===== src/rtl/pkmc_sdram_cmd_decoder_pkg.sv =====
// Shared SDRAM command codes, error bit indices, init states and A10 meanings
// for the PKMC SDRAM command decoder.
package pkmc_sdram_cmd_decoder_pkg;

  typedef enum logic [2:0] {
    CMD_NOP   = 3'd0,
    CMD_ACT   = 3'd1,
    CMD_READ  = 3'd2,
    CMD_WRITE = 3'd3,
    CMD_PRE   = 3'd4,
    CMD_REF   = 3'd5,
    CMD_MRS   = 3'd6,
    CMD_BST   = 3'd7
  } cmd_e;

  typedef enum logic [1:0] {
    WAIT_PALL = 2'd0,
    REFS      = 2'd1,
    WAIT_MRS  = 2'd2,
    READY     = 2'd3
  } init_state_e;

  localparam int ERR_W         = 5;
  localparam int ERR_ACT_OPEN  = 0;
  localparam int ERR_RW_CLOSED = 1;
  localparam int ERR_REF_OPEN  = 2;
  localparam int ERR_INIT      = 3;
  localparam int ERR_TIMING    = 4;

  localparam int   A10_BIT = 10;
  localparam logic PCH_ALL = 1'b1;
  localparam logic PCH_ONE = 1'b0;

  function automatic cmd_e decode_cmd(input logic cs_n, input logic ras_n,
                                      input logic cas_n, input logic we_n);
    cmd_e c;
    c = CMD_NOP;
    if (!cs_n) begin
      case ({ras_n, cas_n, we_n})
        3'b111:  c = CMD_NOP;
        3'b011:  c = CMD_ACT;
        3'b101:  c = CMD_READ;
        3'b100:  c = CMD_WRITE;
        3'b010:  c = CMD_PRE;
        3'b001:  c = CMD_REF;
        3'b000:  c = CMD_MRS;
        default: c = CMD_BST;
      endcase
    end
    return c;
  endfunction

endpackage


===== src/rtl/pkmc_sdram_bank_tracker.sv =====
// One SDRAM bank: open flag, open row and (with PKMC_SDRAM_TIMING_CHECK_EN)
// tRCD/tRP/tRAS down-counters that flag commands issued too early.
module pkmc_sdram_bank_tracker #(
  parameter int ROW_W = 13
`ifdef PKMC_SDRAM_TIMING_CHECK_EN
  ,
  parameter int T_RCD = 2,
  parameter int T_RP  = 2,
  parameter int T_RAS = 5
`endif
) (
  input  logic             clk_i,
  input  logic             rst_ni,
  input  logic             act_i,
  input  logic             pre_i,
  input  logic             rw_i,
  input  logic             ap_i,
  input  logic [ROW_W-1:0] row_i,
  output logic             open_o,
  output logic [ROW_W-1:0] row_o
`ifdef PKMC_SDRAM_TIMING_CHECK_EN
  ,
  output logic             timing_err_o
`endif
);

  logic             open_q, open_d;
  logic [ROW_W-1:0] row_q, row_d;
  logic             close;

  // Auto-precharge closes the bank just like an explicit precharge.
  assign close  = pre_i || (rw_i && ap_i);
  assign open_d = act_i ? 1'b1 : (close ? 1'b0 : open_q);
  assign row_d  = act_i ? row_i : row_q;

  always_ff @(posedge clk_i or negedge rst_ni) begin
    if (!rst_ni) begin
      open_q <= 1'b0;
      row_q  <= '0;
    end else begin
      open_q <= open_d;
      row_q  <= row_d;
    end
  end

  assign open_o = open_q;
  assign row_o  = row_q;

`ifdef PKMC_SDRAM_TIMING_CHECK_EN
  localparam int CNT_W = 8;
  localparam logic [CNT_W-1:0] RCD_LD = (T_RCD > 1) ? CNT_W'(T_RCD - 1) : '0;
  localparam logic [CNT_W-1:0] RP_LD  = (T_RP  > 1) ? CNT_W'(T_RP  - 1) : '0;
  localparam logic [CNT_W-1:0] RAS_LD = (T_RAS > 1) ? CNT_W'(T_RAS - 1) : '0;

  logic [CNT_W-1:0] trcd_q, trcd_d, trp_q, trp_d, tras_q, tras_d;

  always_comb begin
    trcd_d = (trcd_q != '0) ? trcd_q - CNT_W'(1) : trcd_q;
    trp_d  = (trp_q  != '0) ? trp_q  - CNT_W'(1) : trp_q;
    tras_d = (tras_q != '0) ? tras_q - CNT_W'(1) : tras_q;
    if (act_i) begin
      trcd_d = RCD_LD;
      tras_d = RAS_LD;
    end
    if (close) trp_d = RP_LD;
  end

  always_ff @(posedge clk_i or negedge rst_ni) begin
    if (!rst_ni) begin
      trcd_q <= '0;
      trp_q  <= '0;
      tras_q <= '0;
    end else begin
      trcd_q <= trcd_d;
      trp_q  <= trp_d;
      tras_q <= tras_d;
    end
  end

  // tRAS only matters when a precharge actually closes an open row.
  assign timing_err_o = (act_i && trp_q != '0) ||
                        (rw_i && trcd_q != '0) ||
                        (pre_i && open_q && tras_q != '0);
`endif

endmodule


===== src/rtl/pkmc_sdram_cmd_decoder.sv =====
// Snooping SDRAM command decoder with per-bank tracking, init FSM and sticky
// protocol error flags. PKMC_SDRAM_TIMING_CHECK_EN adds timing checks (err_o[4]).
module pkmc_sdram_cmd_decoder
  import pkmc_sdram_cmd_decoder_pkg::*;
#(
  parameter int ROW_W     = 13,
  parameter int T_RCD     = 2,
  parameter int T_RP      = 2,
  parameter int T_RAS     = 5,
  parameter int T_RFC     = 7,
  parameter int INIT_REFS = 2
) (
  input  logic               clk_i,
  input  logic               rst_ni,
  input  logic               cs_n_i,
  input  logic               ras_n_i,
  input  logic               cas_n_i,
  input  logic               we_n_i,
  input  logic [1:0]         ba_i,
  input  logic [ROW_W-1:0]   a_i,
  input  logic               err_clr_i,
  output logic [2:0]         cmd_o,
  output logic               cmd_valid_o,
  output logic [3:0]         bank_open_o,
  output logic [4*ROW_W-1:0] open_row_o,
  output logic               init_done_o,
  output logic [ERR_W-1:0]   err_o
);

  cmd_e        cmd, cmd_q;
  logic        cmd_valid_q;
  logic        a10;
  logic [3:0]  bank_sel, act_v, pre_v, rw_v, bank_open;
  logic        timing_err;

  assign cmd      = decode_cmd(cs_n_i, ras_n_i, cas_n_i, we_n_i);
  assign a10      = a_i[A10_BIT];
  assign bank_sel = 4'b0001 << ba_i;
  assign act_v    = (cmd == CMD_ACT) ? bank_sel : 4'b0000;
  assign pre_v    = (cmd != CMD_PRE) ? 4'b0000 : ((a10 == PCH_ONE) ? bank_sel : 4'b1111);
  assign rw_v     = (cmd == CMD_READ || cmd == CMD_WRITE) ? bank_sel : 4'b0000;

`ifdef PKMC_SDRAM_TIMING_CHECK_EN
  logic [3:0] timing_v;
`endif

  generate
    for (genvar gi = 0; gi < 4; gi++) begin : g_bank
      pkmc_sdram_bank_tracker #(
        .ROW_W(ROW_W)
`ifdef PKMC_SDRAM_TIMING_CHECK_EN
        ,
        .T_RCD(T_RCD),
        .T_RP (T_RP),
        .T_RAS(T_RAS)
`endif
      ) u_bank (
        .clk_i       (clk_i),
        .rst_ni      (rst_ni),
        .act_i       (act_v[gi]),
        .pre_i       (pre_v[gi]),
        .rw_i        (rw_v[gi]),
        .ap_i        (a10),
        .row_i       (a_i),
        .open_o      (bank_open[gi]),
        .row_o       (open_row_o[gi*ROW_W +: ROW_W])
`ifdef PKMC_SDRAM_TIMING_CHECK_EN
        ,
        .timing_err_o(timing_v[gi])
`endif
      );
    end
  endgenerate

`ifdef PKMC_SDRAM_TIMING_CHECK_EN
  localparam logic [7:0] RFC_LD = (T_RFC > 1) ? 8'(T_RFC - 1) : 8'd0;
  logic [7:0] trfc_q, trfc_d;

  always_comb begin
    trfc_d = (trfc_q != 8'd0) ? trfc_q - 8'd1 : trfc_q;
    if (cmd == CMD_REF) trfc_d = RFC_LD;
  end

  always_ff @(posedge clk_i or negedge rst_ni) begin
    if (!rst_ni) trfc_q <= 8'd0;
    else         trfc_q <= trfc_d;
  end

  assign timing_err = (|timing_v) || (trfc_q != 8'd0 && cmd != CMD_NOP);
`else
  logic unused_timing;
  assign unused_timing = |{T_RCD, T_RP, T_RAS, T_RFC};
  assign timing_err    = 1'b0;
`endif

  init_state_e       state_q, state_d;
  logic [7:0]        ref_cnt_q, ref_cnt_d;
  logic              init_err, refs_done;
  logic [ERR_W-1:0]  err_q, err_d, err_new;

  assign refs_done = (32'(ref_cnt_q) + 32'd1) >= 32'(INIT_REFS);

  always_comb begin
    state_d   = state_q;
    ref_cnt_d = ref_cnt_q;
    init_err  = 1'b0;
    case (state_q)
      WAIT_PALL: begin
        if (cmd == CMD_PRE) begin
          if (a10 == PCH_ALL) begin
            state_d   = (INIT_REFS == 0) ? WAIT_MRS : REFS;
            ref_cnt_d = '0;
          end
        end else if (cmd != CMD_NOP) begin
          init_err = 1'b1;
        end
      end
      REFS: begin
        if (cmd == CMD_REF) begin
          if (refs_done) begin
            state_d   = WAIT_MRS;
            ref_cnt_d = '0;
          end else begin
            ref_cnt_d = ref_cnt_q + 8'd1;
          end
        end else if (cmd != CMD_NOP && cmd != CMD_PRE) begin
          init_err = 1'b1;
        end
      end
      WAIT_MRS: begin
        if (cmd == CMD_MRS) state_d = READY;
        else if (!(cmd inside {CMD_NOP, CMD_REF, CMD_PRE})) init_err = 1'b1;
      end
      READY: begin
        if (cmd == CMD_MRS && (|bank_open)) init_err = 1'b1;
      end
      default: state_d = WAIT_PALL;
    endcase
  end

  always_comb begin
    err_new                = '0;
    err_new[ERR_ACT_OPEN]  = (cmd == CMD_ACT) && (|(bank_sel & bank_open));
    err_new[ERR_RW_CLOSED] = (cmd == CMD_READ || cmd == CMD_WRITE) && !(|(bank_sel & bank_open));
    err_new[ERR_REF_OPEN]  = (cmd == CMD_REF) && (|bank_open);
    err_new[ERR_INIT]      = init_err;
    err_new[ERR_TIMING]    = timing_err;
    // A fresh violation survives a coincident clear.
    err_d = (err_clr_i ? '0 : err_q) | err_new;
  end

  always_ff @(posedge clk_i or negedge rst_ni) begin
    if (!rst_ni) begin
      state_q     <= WAIT_PALL;
      ref_cnt_q   <= '0;
      err_q       <= '0;
      cmd_q       <= CMD_NOP;
      cmd_valid_q <= 1'b0;
    end else begin
      state_q     <= state_d;
      ref_cnt_q   <= ref_cnt_d;
      err_q       <= err_d;
      cmd_q       <= cmd;
      cmd_valid_q <= (cmd != CMD_NOP);
    end
  end

  assign cmd_o       = cmd_q;
  assign cmd_valid_o = cmd_valid_q;
  assign bank_open_o = bank_open;
  assign init_done_o = (state_q == READY);
  assign err_o       = err_q;

endmodule

===== config.mk =====
export PLATFORM = sky130hd
export DESIGN_NAME = pkmc_sdram_cmd_decoder
export DESIGN_NICKNAME = d
export VERILOG_FILES = /design/src/rtl/pkmc_sdram_cmd_decoder_pkg.sv /design/src/rtl/pkmc_sdram_bank_tracker.sv /design/src/rtl/pkmc_sdram_cmd_decoder.sv
export SDC_FILE = /design/constraint.sdc
export NUM_CORES = 1
export LEC_CHECK = 0
export CAP_MARGIN = 20
export CORE_AREA = 2 2 84 86
export DETAILED_ROUTE_END_ITERATION = 10
export DIE_AREA = 0 0 86 88
export DONT_BUFFER_PORTS = 1
export HOLD_SLACK_MARGIN = 0.03
export PLACE_DENSITY = 0.73
export SETUP_SLACK_MARGIN = 0.15
export SLEW_MARGIN = 20
export SYNTH_ARGS = -nofsm -noshare
export SYNTH_HDL_FRONTEND = slang
export SYNTH_HIERARCHICAL = 1
export SYNTH_SLANG_ARGS = --single-unit

===== constraint.sdc =====
create_clock -name clk_i -period 3.5 [get_ports clk_i]
set_input_delay 0.525 -clock clk_i [delete_from_list [all_inputs] [get_ports clk_i]]
set_output_delay 0.525 -clock clk_i [all_outputs]
set_load 0.005 [all_outputs]

* Yosys cells after proc, flatten, opt, wreduce, memory -nomap -nowiden
Cells that the tools add are included.
** Word-level totals
- Bits of input ports :: 22
- Memory bits (writable) :: 0
- Memories :: 0
- Word-level logic and storage cells :: 104
- Output and inout bits :: 66
- Register bits :: 75
- ROM bits :: 0
- Bits in latches :: 0
** Operators by class
- Divide/modulo/power cells :: 0
- Eq/ne operators :: 21
- Multipliers :: 0
- Mux-type cells :: 34
- $lt $le $gt $ge :: 1
- Reduce and logical (&&, ||, !) cells :: 30
- $add $sub $neg :: 2
- Shifts and indexed selects :: 1
- Bitwise gates (word level) :: 2
** Operator list (number)
- $mux W8 :: 4
- $pmux W3 S7 :: 1
- $eq A3 B3 Y1 const B :: 6
- $mux W4 :: 4
- $pmux W8 S2 :: 1
- $mux W1 :: 15
- $eq A3 B2 Y1 const B :: 4
- $mux W2 :: 5
- $ne A2 B2 Y1 const B :: 5
- $reduce_bool A2 Y1 :: 5
- $add A8 B1 Y9 const B :: 1
- $ge A9 B2 Y1 const B :: 1
- $logic_and A1 B1 Y1 :: 9
- $reduce_bool A3 Y1 :: 3
- $add A8 B1 Y8 const B :: 1
- $reduce_or A4 Y1 :: 2
- $eq A3 B1 Y1 const B :: 2
- $logic_not A3 Y1 :: 2
- $pmux W2 S3 :: 1
- $reduce_and A6 Y1 :: 1
- $logic_or A1 B1 Y1 :: 5
- $mux W5 :: 1
- $or A5 B4 Y5 :: 1
- $and A4 B4 Y4 :: 1
- other kinds (9) :: 10

* Logic depth before layout (Yosys ltp)
- Depth after elaboration :: 10
- Mapped depth :: 6
- Mapped depth without buffers :: 6

* By module
Netlist, hierarchy kept.
** Modules (own cells, without submodules)
- pkmc_sdram_bank_tracker :: sequential area each 350.3 µm², cells each 31, instances 4, area each 524.3 µm²
- pkmc_sdram_cmd_decoder :: sequential area each 450.4 µm², cells each 110, instances 1, area each 1119.8 µm²

* Worst setup path after synthesis
OpenSTA, ideal clock, no wires.
- Path type :: input to register
- Start :: input cas_n_i
- End :: register g_bank[0].u_bank.row_q[0]
- Data arrival time :: 1.963 ns
- Required time :: 3.375 ns
- Stages :: 5
- Slack :: 1.412 ns
- Path buffers :: 2
- Library setup time :: 0.125 ns
- Cells stage by stage :: clkbuf_1 nand4b_1 nor3_1 buf_6 mux2_2
** On the way
- Cells in the longest elaborated chain, start to end :: 5
- Elaborated cells between the ends (all ways) :: 11
- Classes of those cells :: eq/ne: 7; mux: 3; reduce/logical: 1
** Ends and longest elaborated chain
- from (decl) :: RTL line pkmc_sdram_cmd_decoder.sv:17 : input logic cas_n_i,
- $eq A3 B1 Y1, or another cell as far along :: RTL line pkmc_sdram_cmd_decoder_pkg.sv:39 : case ({ras_n, cas_n, we_n})
- $pmux W3 S7 (*) :: RTL line pkmc_sdram_cmd_decoder_pkg.sv:39
- $mux W3 (*) :: RTL line pkmc_sdram_cmd_decoder_pkg.sv:38 : if (!cs_n) begin
- $eq A3 B1 Y1 (*) :: RTL line pkmc_sdram_cmd_decoder.sv:39 : assign act_v = (cmd == CMD_ACT) ? bank_sel : 4'b0000;
- $mux W4 (*) :: RTL line pkmc_sdram_cmd_decoder.sv:39
- via act_v[0] :: RTL line pkmc_sdram_cmd_decoder.sv:33 : logic [3:0] bank_sel, act_v, pre_v, rw_v, bank_open;
- to (signal assigned) :: RTL line pkmc_sdram_bank_tracker.sv:42 : row_q <= row_d;
- to (decl) :: RTL line pkmc_sdram_bank_tracker.sv:28 : logic [ROW_W-1:0] row_q, row_d;
Mark *: on every way through the listed nets, which the timed path passes. The rest lies on a longest branch.
A chain may end at the register's enable or synchronous reset.

* Worst setup path in the final report
- Start :: register state_q[0]
- End :: register ref_cnt_q[0]
** On the way
- Cells in the longest elaborated chain, start to end :: 3
- Elaborated cells between the ends (all ways) :: 8
- Classes of those cells :: eq/ne: 4; mux: 1; reduce/logical: 3
** Ends and longest elaborated chain
- from (decl) :: RTL line pkmc_sdram_cmd_decoder.sv:96 : init_state_e state_q, state_d;
- from (signal assigned) :: RTL line pkmc_sdram_cmd_decoder.sv:160 : state_q <= state_d;
- $eq A2 B1 Y1 / $logic_not A2 Y1 (equally long branches) :: RTL line pkmc_sdram_cmd_decoder.sv:107 : case (state_q)
- $ne A2 B2 Y1 (no line) / $reduce_bool A2 Y1 (equally long branches)
- $reduce_and A4 Y1 (no line)
- to (signal assigned) :: RTL line pkmc_sdram_cmd_decoder.sv:161 : ref_cnt_q <= ref_cnt_d;
- to (decl) :: RTL line pkmc_sdram_cmd_decoder.sv:97 : logic [7:0] ref_cnt_q, ref_cnt_d;
Parallel ways exist; a longest one is shown, timed or not.

==> qor.csv <==
stage,metric,value,unit
clock_tree,ctsResizeCount,0,
clock_tree,cts_buffers,9,
sta,final-hold-violation-count,0,
synthesis,synth_area_leaders,"sky130_fd_sc_hd__dfrtp_1 58%, sky130_fd_sc_hd__mux2_2 19%, sky130_fd_sc_hd__ha_1 3.1%, sky130_fd_sc_hd__buf_6 2.5%, sky130_fd_sc_hd__nor2_1 1.6%",
routing,drt_drc_violations_left,0,
place,gp_congestion,0.785,
finish,antenna-diode-count,0,
synthesis,synth-simple-area-share,8.28,%
global_route,number_of_antenna_violations_at_the_first_check_in_global_routing,0,
power,totalPowerFinal,0.00220,W
synthesis,synth_top_area_share,57.6,%
floorplanning,floorplan.initialDensity,48.4,%
clock_tree,clock-sinks,74,
finish,syn2layout_area_growth,8.56,%
setup_path,worstPathCellList,inv_1 -> ha_1 -> a21boi_0 -> a211oi_2 -> mux2_2,
power,power_leakage,1.61,nW
floorplanning,floorplan.die.width,86,um
global_route,grt_remaining_overflow,0,
routing,via_count_normalized_by_instance_count,5.63,
clock_tree,insertion_delay,340,ps
floorplanning,rows,30,
routing,via_count,1834,
global_route,grt_first_pass_wirelength,9860,um
routing,avgRoutedWirePerCell,19.4,um
synthesis,synth_sequential_area_ratio,57.6,%
global_route,via_count_of_the_first_global_routing_pass,1906,
sta,min_cycle_time_layout,1900,ps
flow_run,cap_viol_max_count,0,
floorplanning,fp.coreArea,0.00664,sq mm
clock_tree,root_buffer,sky130_fd_sc_hd__clkbuf_8,
finish,fillers,580,
synthesis,synth_edf_count,0,
finish,finalNetCount,271,
floorplanning,die-height,88,um
routing,detail_route.iter0.violations,63,
sta,clock_skews,4.41,ps
sta,fmax,527,MHz
synthesis,post_synth_fa_ha_maj_area_fraction,3.11,%
floorplanning,pin_count,88,
run_status,run_status,"finished, final reports clean",
clock_tree,clk_path_buf_depth,2,
synthesis,postSynthAreaPerCell,13.7,sq um
setup_path,timing.critical_path.to_type,flip-flop,
global_route,global_route.usage.total,17.4,%
sta,final-max-slew-violation-count,0,
setup_path,timing.critical_path.from_type,flip-flop,
place,io_buffer_count,0,
setup_path,cp_data_required_time,3730,ps
synthesis,yosys_warnings,6,
synthesis,yosys.area.top_type,sky130_fd_sc_hd__dfrtp_1,
synthesis,synth_cell_type_count,41,
power,worst_ir_drop_vdd,0.313,mV
min_path,hold_class,input pin to async pin,
clock_tree,path_clk_slew,80,ps
synthesis,number_of_cells_produced_by_synthesis,234,
synthesis,fraction_of_synthesized_cell_area_in_xor_and_xnor_cells,0.272,%
synthesis,total_of_flip_flops_plus_latches_after_synthesis,74,
setup_path,path_max_fanout,8,
setup_path,crit_type,flip-flop to flip-flop,
synthesis,ys_dominant_reg_cell,sky130_fd_sc_hd__dfrtp_1,
clock_tree,ctsHtreeMaxLevel,3,
clock_tree,cts_tree,done,
sta,final_min_period_over_clock_period,54.2,%
setup_path,critPathArrivalTime,2120,ps
sta,setup_viol,0,
routing,firstDrtPassIters,4,
setup_path,worst_stage_delay_on_the_critical_path,460,ps
routing,wirelength,6330,um
power,pwr_density_cell,629,mW/mm^2
routing,route.antenna.remaining_nets,0,
floorplanning,die-area,0.00757,sq mm
place,dp_hpwl,4250,um
synthesis,combinational_family_with_the_most_area_after_synthesis,multiplexers,
synthesis,synth_compound_gate_area_share,6.42,%
finish,drive_above_1_share,35.8,%
synthesis,synthesis.area,0.00322,sq mm
synthesis,synth.area.mux_share,20.0,%
global_route,maximum_number_of_pins_on_one_net_before_global_route_repair,75,
sta,rsz_0062_raised_after_global_routing,false,
setup_path,cpMaxStageDelayCell,sky130_fd_sc_hd__a211oi_2,
sta,setup_total_negative_slack,0,ps
synthesis,synthesis.nets,264,
synthesis,postSynth.asyncResetShare,100,%
-- area by class of cell --
| cell class | count | area [sq um] | area share, % |
|---|---|---|---|
| Multi-Input combinational cell | 139 | 1230 | 35.4 |
| Clock inverter | 6 | 65.1 | 1.86 |
| Clock buffer | 10 | 138 | 3.94 |
| Timing Repair Buffer | 5 | 57.6 | 1.65 |
| Sequential cell | 74 | 1850 | 53.0 |
| Inverter | 12 | 45.0 | 1.29 |
| Tap cell | 80 | 100 | 2.87 |
-- metrics by stage --
step / instances / util, % / setup WS [ps] / area (sq um) / hold slack (ps)
after CTS: 326 / 52.6 / 1590 / 3490 / 63.1
after floorplan: 234 / - / 1410 / 3220 / 229
after detailed placement: 309 / 49.1 / 1420 / 3260 / 232
after global placement: 309 / 49.1 / 1450 / 3260 / 232
after global routing: 326 / 52.6 / 1430 / 3490 / 79.6
final: 326 / 52.6 / 1600 / 3490 / 58.6
-- synth_stat cells, types with 2 or more instances --
library cell                number
sky130_fd_sc_hd__a31o_2          4
sky130_fd_sc_hd__buf_6           7
sky130_fd_sc_hd__mux2_2         53
sky130_fd_sc_hd__nand2_1         9
sky130_fd_sc_hd__and2b_1         5
sky130_fd_sc_hd__nor4_1          2
sky130_fd_sc_hd__inv_1          12
sky130_fd_sc_hd__a21oi_1         5
sky130_fd_sc_hd__a21boi_0        4
sky130_fd_sc_hd__nor2b_1         2
sky130_fd_sc_hd__dfrtp_1        74
sky130_fd_sc_hd__nand2b_1        2
sky130_fd_sc_hd__nor3_1          4
sky130_fd_sc_hd__o2bb2ai_1       4
sky130_fd_sc_hd__ha_1            8
sky130_fd_sc_hd__nor2_1         14
-- per-layer routing --
layer	global-route usage [%]	vias to the layer above	part of all wire, %
met5	0	-	0
met4	9.96	0	1.9
met3	5.75	11	7.3
met2	25.7	64	47
met1	22.7	927	44
li1	-	832	-
-- repair_timing --
| item | 4_1_cts | 5_1_grt |
|---|---|---|
| setup buffers | 0 | 0 |
| hold buffers | 1 | 0 |
| setup endpoints to repair | 0 | 0 |
| hold endpoints to repair | 74 | 0 |
-- sequential cells by signal (all words and copies together) (netlist names) --
name / flops
cmd_o: 3
cmd_valid_o: 1
err_o: 4
g_bank.u_bank/open_o: 4
g_bank.u_bank/row_o: 52
ref_cnt_q: 8
state_q: 2
-- cell families (layout without fill, tap and decap cells) --
kind of cell | after synthesis | in the layout
other | 1 | 1
XOR/XNOR | 1 | 1
AO/OA/AOI/OAI | 26 | 26
flip-flops | 74 | 74
AND/OR/NAND/NOR | 47 | 47
adder cells (fa/ha/maj) | 8 | 8
multiplexers | 56 | 56
buffers and inverters | 21 | 33
-- placed cells by master, fill, tap and decap left out, types with 2 or more instances in the layout --
cell type | netlist | routed
sky130_fd_sc_hd__nor2_1 | 14 | 14
sky130_fd_sc_hd__nand2_1 | 9 | 9
sky130_fd_sc_hd__a21boi_0 | 4 | 4
sky130_fd_sc_hd__mux2_2 | 53 | 53
sky130_fd_sc_hd__nor3_1 | 4 | 3
sky130_fd_sc_hd__a31o_2 | 4 | 4
sky130_fd_sc_hd__nand2b_1 | 2 | 2
sky130_fd_sc_hd__and2b_1 | 5 | 5
sky130_fd_sc_hd__inv_1 | 12 | 12
sky130_fd_sc_hd__ha_1 | 8 | 8
sky130_fd_sc_hd__clkinv_2 | 0 | 2
sky130_fd_sc_hd__a21oi_1 | 5 | 5
sky130_fd_sc_hd__o2bb2ai_1 | 4 | 4
sky130_fd_sc_hd__nor4_1 | 2 | 2
sky130_fd_sc_hd__dfrtp_1 | 74 | 74
sky130_fd_sc_hd__clkbuf_8 | 0 | 10
sky130_fd_sc_hd__buf_4 | 1 | 4
sky130_fd_sc_hd__nor2b_1 | 2 | 2
-- worst max-delay path, delay by kind of cell, from the launching register on --
family / cells / cell delay [ps]
compound gates: 2 / 620
flops: 1 / 420
mux: 1 / 380
fa+ha+maj: 1 / 270
buf+inv: 1 / 100
-- final timing paths --
path	start	endpoint	slack, ps	cells past startpoint
setup reg to reg	state_q[0]$_DFFE_PN0P_	ref_cnt_q[0]$_DFFE_PN0P_	1600	5
max in group asynchronous	rst_ni	g_bank[2].u_bank/row_o[9]$_DFFE_PN0P_	3130	1
hold / removal	rst_ni	g_bank[0].u_bank/open_o$_DFFE_PN0P_	60	1
setup / recovery	state_q[0]$_DFFE_PN0P_	ref_cnt_q[0]$_DFFE_PN0P_	1600	5
hold reg to reg	ref_cnt_q[4]$_DFFE_PN0P_	ref_cnt_q[4]$_DFFE_PN0P_	490	1
min in group clk_i	cs_n_i	cmd_o[0]$_DFF_PN0_	240	1
-- where the power goes --
group / total [W] / switching [W] / leakage [nW] / internal, W
Sequential: 0.00114 / 0.000136 / 0.954 / 0.00101
Combinational: 0.000389 / 0.000172 / 0.553 / 0.000217
Clock: 0.000662 / 0.000312 / 0.103 / 0.000350
(Power assumes the default switching activity.)
